--- src/rtl/hazard_stall_unit.sv ---
// Load-use hazard detector and stall/flush controller for a 5-stage RV32 pipeline.
// Keeps a shadow of the ID/EX load fields and saturating stall/flush event counters.
module hazard_stall_unit #(
    parameter int unsigned LOAD_LAT = 1,
    parameter int unsigned CNT_W    = 16
) (
    input  logic             clk_i,
    input  logic             rst_i,
    input  logic [6:0]       ifid_op_i,
    input  logic [4:0]       ifid_rs1_i,
    input  logic [4:0]       ifid_rs2_i,
    input  logic             id_memread_i,
    input  logic [4:0]       id_rd_i,
    input  logic             branch_taken_i,
    output logic             NoOP_o,
    output logic             PCWrite_o,
    output logic             Stall_o,
    output logic             Flush_o,
    output logic             ex_memread_o,
    output logic [4:0]       ex_rd_o,
    output logic [CNT_W-1:0] stall_cnt_o,
    output logic [CNT_W-1:0] flush_cnt_o
);

    localparam logic [6:0] OpReg    = 7'b0110011;
    localparam logic [6:0] OpImm    = 7'b0010011;
    localparam logic [6:0] OpLoad   = 7'b0000011;
    localparam logic [6:0] OpStore  = 7'b0100011;
    localparam logic [6:0] OpBranch = 7'b1100011;

    localparam logic [2:0]       BubbleInit = 3'(LOAD_LAT - 1);
    localparam logic [CNT_W-1:0] CntMax     = {CNT_W{1'b1}};

    typedef enum logic [0:0] {StRun, StStall} state_e;

    state_e           state_q, state_d;
    logic [2:0]       bub_q, bub_d;
    logic             ex_memread_q, ex_memread_d;
    logic [4:0]       ex_rd_q, ex_rd_d;
    logic [CNT_W-1:0] stall_cnt_q, stall_cnt_d;
    logic [CNT_W-1:0] flush_cnt_q, flush_cnt_d;

    logic use_rs1, use_rs2, hz;

    always_comb begin
        use_rs1 = 1'b0;
        use_rs2 = 1'b0;
        case (ifid_op_i)
            OpReg, OpStore, OpBranch: begin
                use_rs1 = 1'b1;
                use_rs2 = 1'b1;
            end
            OpImm, OpLoad: use_rs1 = 1'b1;
            default: ;
        endcase
    end

    assign hz = ex_memread_q && (ex_rd_q != 5'd0) &&
                ((use_rs1 && (ifid_rs1_i == ex_rd_q)) || (use_rs2 && (ifid_rs2_i == ex_rd_q)));

    // Outputs are forced to their idle values while reset is held, without waiting for an edge.
    always_comb begin
        state_d   = state_q;
        bub_d     = bub_q;
        NoOP_o    = 1'b0;
        PCWrite_o = 1'b1;
        Stall_o   = 1'b0;
        Flush_o   = 1'b0;
        if (!rst_i) begin
            unique case (state_q)
                StRun: begin
                    if (hz) begin
                        NoOP_o    = 1'b1;
                        PCWrite_o = 1'b0;
                        Stall_o   = 1'b1;
                        if (LOAD_LAT > 1) begin
                            state_d = StStall;
                            bub_d   = BubbleInit;
                        end
                    end else begin
                        Flush_o = branch_taken_i;
                    end
                end
                StStall: begin
                    NoOP_o    = 1'b1;
                    PCWrite_o = 1'b0;
                    Stall_o   = 1'b1;
                    bub_d     = bub_q - 3'd1;
                    if (bub_q == 3'd1) begin
                        state_d = StRun;
                    end
                end
                default: state_d = StRun;
            endcase
        end
    end

    always_comb begin
        ex_memread_d = NoOP_o ? 1'b0 : id_memread_i;
        ex_rd_d      = NoOP_o ? 5'd0 : id_rd_i;
        stall_cnt_d  = (NoOP_o && (stall_cnt_q != CntMax)) ? stall_cnt_q + 1'b1 : stall_cnt_q;
        flush_cnt_d  = (Flush_o && (flush_cnt_q != CntMax)) ? flush_cnt_q + 1'b1 : flush_cnt_q;
    end

    always_ff @(posedge clk_i or posedge rst_i) begin
        if (rst_i) begin
            state_q      <= StRun;
            bub_q        <= 3'd0;
            ex_memread_q <= 1'b0;
            ex_rd_q      <= 5'd0;
            stall_cnt_q  <= '0;
            flush_cnt_q  <= '0;
        end else begin
            state_q      <= state_d;
            bub_q        <= bub_d;
            ex_memread_q <= ex_memread_d;
            ex_rd_q      <= ex_rd_d;
            stall_cnt_q  <= stall_cnt_d;
            flush_cnt_q  <= flush_cnt_d;
        end
    end

    assign ex_memread_o = ex_memread_q;
    assign ex_rd_o      = ex_rd_q;
    assign stall_cnt_o  = stall_cnt_q;
    assign flush_cnt_o  = flush_cnt_q;

endmodule

--- config.mk ---
export PLATFORM = sky130hd
export DESIGN_NAME = hazard_stall_unit
export DESIGN_NICKNAME = d
export VERILOG_FILES = /design/src/rtl/hazard_stall_unit.sv
export SDC_FILE = /design/constraint.sdc
export NUM_CORES = 1
export LEC_CHECK = 0
export CAP_MARGIN = 10
export CORE_UTILIZATION = 33
export DETAILED_ROUTE_END_ITERATION = 10
export PLACE_DENSITY = 0.68
export SLEW_MARGIN = 20
export SYNTH_ARGS = -nofsm -noshare
export SYNTH_HDL_FRONTEND = slang
export SYNTH_SLANG_ARGS = --single-unit
--- constraint.sdc ---
create_clock -name clk_i -period 2.55 [get_ports clk_i]
set_input_delay 0.3825 -clock clk_i [delete_from_list [all_inputs] [get_ports clk_i]]
set_output_delay 0.3825 -clock clk_i [all_outputs]
set_load 0.02 [all_outputs]
# After elaboration in Yosys (flattened, before gate mapping)
# Index checks and enable logic that the tools add are counted.
# Widths: inputs -> output; s select.
[totals]
ff_bits = 42
output_inout_bits = 42
word_cells = 47
[op_classes]
addsub = 3
eq_ne = 10
muxes = 15
bitwise_logic = 2
n_reduce_logical = 11
[op_table]
columns = ["operator", "count"]
rows = [
  ["$add 16x1->16 const B", 2],
  ["$ne 16x16->1 const B", 2],
  ["$eq 7x6->1 const B", 2],
  ["$mux 1", 12],
  ["$eq 5x5->1", 2],
  ["$eq 7x2->1 const B", 1],
  ["$eq 7x5->1 const B", 1],
  ["$eq 7x7->1 const B", 1],
  ["$logic_and 1x1->1", 6],
  ["$mux 5", 1],
  ["$reduce_bool 5->1", 1],
  ["$reduce_or 5->1", 1],
  ["$pmux 1 s2", 2],
  ["$eq 3x1->1 const B", 1],
  ["$reduce_or 3->1", 1],
  ["$sub 3x1->3 const B", 1],
  ["$not 1->1", 2],
  ["$reduce_and 2->1", 1],
  ["$logic_or 1x1->1", 1],
]

# Depth between registers and ports, before layout
[depth]
ltp_word = 10
depth_mapped = 8
depth_no_buf = 7

# Worst setup path after synthesis
# No wires, ideal clock.
[synth_timing]
path_kind = "reg-to-output"
start = "reg ex_rd_q[1] (netlist: ex_rd_o[1])"
end = "out Stall_o"
arrival_time_ns = 1.812
t_required_ns = 2.168
slack_ns = 0.356
path_stages_with_launch = 8
n_path_buf = 2
path_cell_list = "dfrtp_1 or4_4 nor2_4 nor4_1 a21oi_2 buf_4 inv_2 buf_4"
[synth_via]
elab_chain_cells = 7
[synth_lines]
columns = ["item", "line_no", "text"]
rows = [
  ["start: declaration", "39", "logic [4:0] ex_rd_q, ex_rd_d;"],
  ["start signal: assignment", "117", "ex_rd_q <= ex_rd_d;"],
  ["$eq 5x5->1", "59", "((use_rs1 && (ifid_rs1_i == ex_rd_q)) || (use_rs2 && (ifid_rs2_i == ex_rd_q)));"],
  ["$logic_and 1x1->1", "59", ""],
  ["$logic_or 1x1->1", "59", ""],
  ["$logic_and 1x1->1 *", "58", "assign hz = ex_memread_q && (ex_rd_q != 5'd0) &&"],
  ["$mux 1 *", "--", ""],
  ["$pmux 1 s2 *", "--", ""],
  ["$mux 1 *", "--", ""],
  ["end: declaration", "17", "output logic Stall_o,"],
]
# Every way passes the cells marked *; elsewhere a longest branch is shown, timed or not.

# Final worst setup path
[layout_timing]
start = "reg ex_rd_q[1] (netlist: ex_rd_o[1])"
end = "out PCWrite_o"
[layout_via]
elab_chain_cells = 7
[layout_lines]
columns = ["item", "line_no", "text"]
rows = [
  ["$eq 5x5->1", "59", ""],
  ["$logic_and 1x1->1", "59", ""],
  ["$logic_or 1x1->1", "59", ""],
  ["$logic_and 1x1->1 *", "58", ""],
  ["$mux 1 *", "72", "if (hz) begin"],
  ["$pmux 1 s2 *", "70", "unique case (state_q)"],
  ["$mux 1 *", "69", "if (!rst_i) begin"],
  ["end: declaration", "16", "output logic PCWrite_o,"],
]
# Marked as above.

==> results.json <==
{
  "status": "finished clean",
  "synth_warnings": 0,
  "pre_cts_slack_ns": -0.167,
  "post-route-drc-count": 0,
  "cts_sinks": 42,
  "cp_max_fo": 2,
  "cts_buffers": 5,
  "reg2reg_from": "ex_rd_o[1]",
  "die_h_um": 82.8,
  "power_leakage_nw": 1.36,
  "crit_path_max_incr_delay_ns": 0.54,
  "synth_area_leaders": "dfrtp_1 (49%), xnor2_1 (8.5%), xor2_1 (8.1%), nand2_1 (3.0%), and2_1 (2.3%)",
  "drv_slew": 0,
  "yosys.cell_count.top_type": "dfrtp_1",
  "dieArea_mm2": 0.00686,
  "maxCapViolCount": 0,
  "die_x_um": 82.8,
  "fin_tns_setup_ns": 0,
  "dp_hpwl_mm": 3.50,
  "netlist_instances": 197,
  "yosysUniqueCellTypes": 41,
  "synthTopCellsByCount": "dfrtp_1 (42), xnor2_1 (21), xor2_1 (20)",
  "drtIter0Drc": 65,
  "rrSetupSlack_ns": 0.27,
  "hold_violations": 0,
  "slew_headroom": 0.562,
  "area_delta_synth_final_pct": 44.3,
  "max_slew.worst_pin.slew_ns": 0.654,
  "powerDensity_mw_per_mm2": 534,
  "nets": 313,
  "synth_edf_count": 0,
  "syn_area_mm2": 0.00215,
  "clkTransAtPathRegs_ns": 0.08,
  "crit_buf_inv": 2,
  "synthFlopType": "dfrtp_1",
  "start_util": 0.341,
  "drt-vias-per-instance": 4.85,
  "hold_class": "reg2reg",
  "finalCriticalPeriod_ns": 2.45,
  "endpoint_kind": "output pin",
  "ys_ff_latch": 42,
  "crit_path_start_kind": "flop",
  "grt_pass1_wl_mm": 8.19,
  "hold_slack_ns": 0.476,
  "min_delay_path_depth": 1,
  "rr_endpoint": "flush_cnt_o[11]",
  "min_to": "bub_q[2]",
  "n_fill_cell": 615,
  "gp_congestion": 0.782,
  "reg2reg_depth": 7,
  "drive_above_1_share": 0.141,
  "overflow": 0,
  "critPathKind": "reg2out",
  "worstPathCellList": "or4_4 -> nor2_4 -> nor4_2 -> a21oi_2 -> buf_4 -> clkdlybuf4s15_1",
  "setup_viol": 0,
  "clock.fmax_ghz": 0.408,
  "ir_worst_vdd_mv": 0.453,
  "htreeDepth": 2,
  "synth_seq_area_share": 0.488,
  "grt_util_all_layers": 0.149,
  "slowest_stage": "or4_4",
  "cp_top_family": "simple AND/OR/NAND/NOR gates",
  "critPathArrivalTime_ns": 2.07,
  "clk_path_buf_depth": 2,
  "async_reset_ff_frac": 1.00,
  "required_ns": 2.17,
  "yosysTopAreaCell": "dfrtp_1",
  "syn_nets": 227,
  "finalCritPeriodShare": 0.961,
  "drt-pass1-iter-count": 4,
  "postLayoutSetupSlackWorst_ns": 0.0999,
  "hold_start": "bub_q[2]",
  "skew_ns": 0.00759,
  "clk_latency_ns": 0.29,
  "grt_max_degree": 23,
  "grt_pass1_vias": 1699,
  "drt_wl_total_mm": 4.82,
  "ant_nets": 0,
  "vias": 1752,
  "io_buffers": 67,
  "cts_root_buf": "clkbuf_8",
  "n_antenna_cell": 0,
  "seq_area_mm2": 0.00105,
  "ios": 68,
  "antenna_found_initial": 0,
  "wire_per_inst_um": 13.4,
  "num_rows": 29,
  "synth_top_area_frac": 0.488,
  "multi_input_area_mm2": 0.00106,
  "hold_buffers": 0,
  "cts_tree": "yes",
  "avgSynthCellArea_um2": 10.9,
  "core_mm2": 0.00631
}
layout make-up:
class	count	share of cell area
Clock buffer	7	0.0278
Clock inverter	1	0.00161
Inverter	9	0.0109
Multi-Input combinational cell	142	0.340
Sequential cell	42	0.338
Tap cell	77	0.0310
Timing Repair Buffer	83	0.251
stage by stage:
stage / area [µm²] / std cells / power (mW) / utilization
after floorplan: 2150 / 197 / 1.02 / -
after global placement: 2990 / 350 / 1.23 / 0.473
after detailed placement: 2990 / 350 / 1.23 / 0.473
after CTS: 3080 / 359 / 1.68 / 0.488
after global routing: 3110 / 361 / 1.76 / 0.492
final: 3110 / 361 / 1.66 / 0.492
worst max-delay path by stage:
| stage | startpoint | end | slack, ns | depth (start not counted) |
|---|---|---|---|---|
| after floorplan | ex_rd_o[1] | Stall_o | 0.36 | 7 |
| after global placement | ifid_rs1_i[4] | Flush_o | -0.16 | 7 |
| after detailed placement | ifid_rs1_i[1] | Flush_o | -0.17 | 7 |
| after CTS | ex_rd_o[1] | PCWrite_o | 0.007 | 6 |
| after global routing | ex_rd_o[1] | Flush_o | -0.0008 | 7 |
| final | ex_rd_o[1] | PCWrite_o | 0.1 | 6 |
layout by cell type, fill, tap and decap left out, types with 2 or more instances in the layout:
| cell | netlist | layout |
|---|---|---|
| buf_4 | 2 | 16 |
| nor3_2 | 2 | 2 |
| clkbuf_8 | 0 | 6 |
| and2_1 | 8 | 8 |
| ha_1 | 4 | 4 |
| nor2_1 | 8 | 8 |
| clkdlybuf4s50_1 | 0 | 63 |
| clkbuf_2 | 0 | 2 |
| dfrtp_1 | 42 | 42 |
| nor4_1 | 8 | 7 |
| nand3_1 | 7 | 7 |
| xor2_1 | 20 | 20 |
| nor3_1 | 9 | 9 |
| clkdlybuf4s15_1 | 0 | 2 |
| nand2_1 | 17 | 17 |
| nor4_2 | 2 | 3 |
| nand4_1 | 7 | 7 |
| xnor2_1 | 21 | 21 |
| nor3b_1 | 2 | 2 |
| or4_1 | 2 | 2 |
| inv_1 | 8 | 8 |
| and3_1 | 4 | 4 |
state kept, by name, indices dropped and copies added, names as in the netlist:
register      count
bub_q             3
stall_cnt_o      16
ex_memread_o      1
flush_cnt_o      16
state_q           1
ex_rd_o           5
per-layer routing:
layer	share of wire	track usage	wire length, µm
met1	0.48	0.216	2320
met2	0.45	0.211	2170
met3	0.058	0.0417	278
met4	0.012	0.0533	57
met5	0	0	0
power breakdown:
group,internal [mW],switching [mW]
Clock,0.218,0.221
Sequential,0.730,0.0825
Combinational,0.219,0.189
Total,1.17,0.492
cells by family (layout without fill, tap and decap cells):
family	after synthesis	count (layout)	synth area share
buffers and inverters	13	100	0.0302
AO/OA/AOI/OAI	8	8	0.0366
XOR/XNOR	41	41	0.167
flip-flops	42	42	0.488
multiplexers	3	3	0.0151
AND/OR/NAND/NOR	86	86	0.240
adder cells (fa/ha/maj)	4	4	0.0232
what timing repair did:
action	4_1_cts	5_1_grt
buffers inserted	1	2
endpoints found under the setup margin	4	2
pin swaps	1	3
resized for setup	5	8
Note: power is estimated with default switching activity, not from simulation.
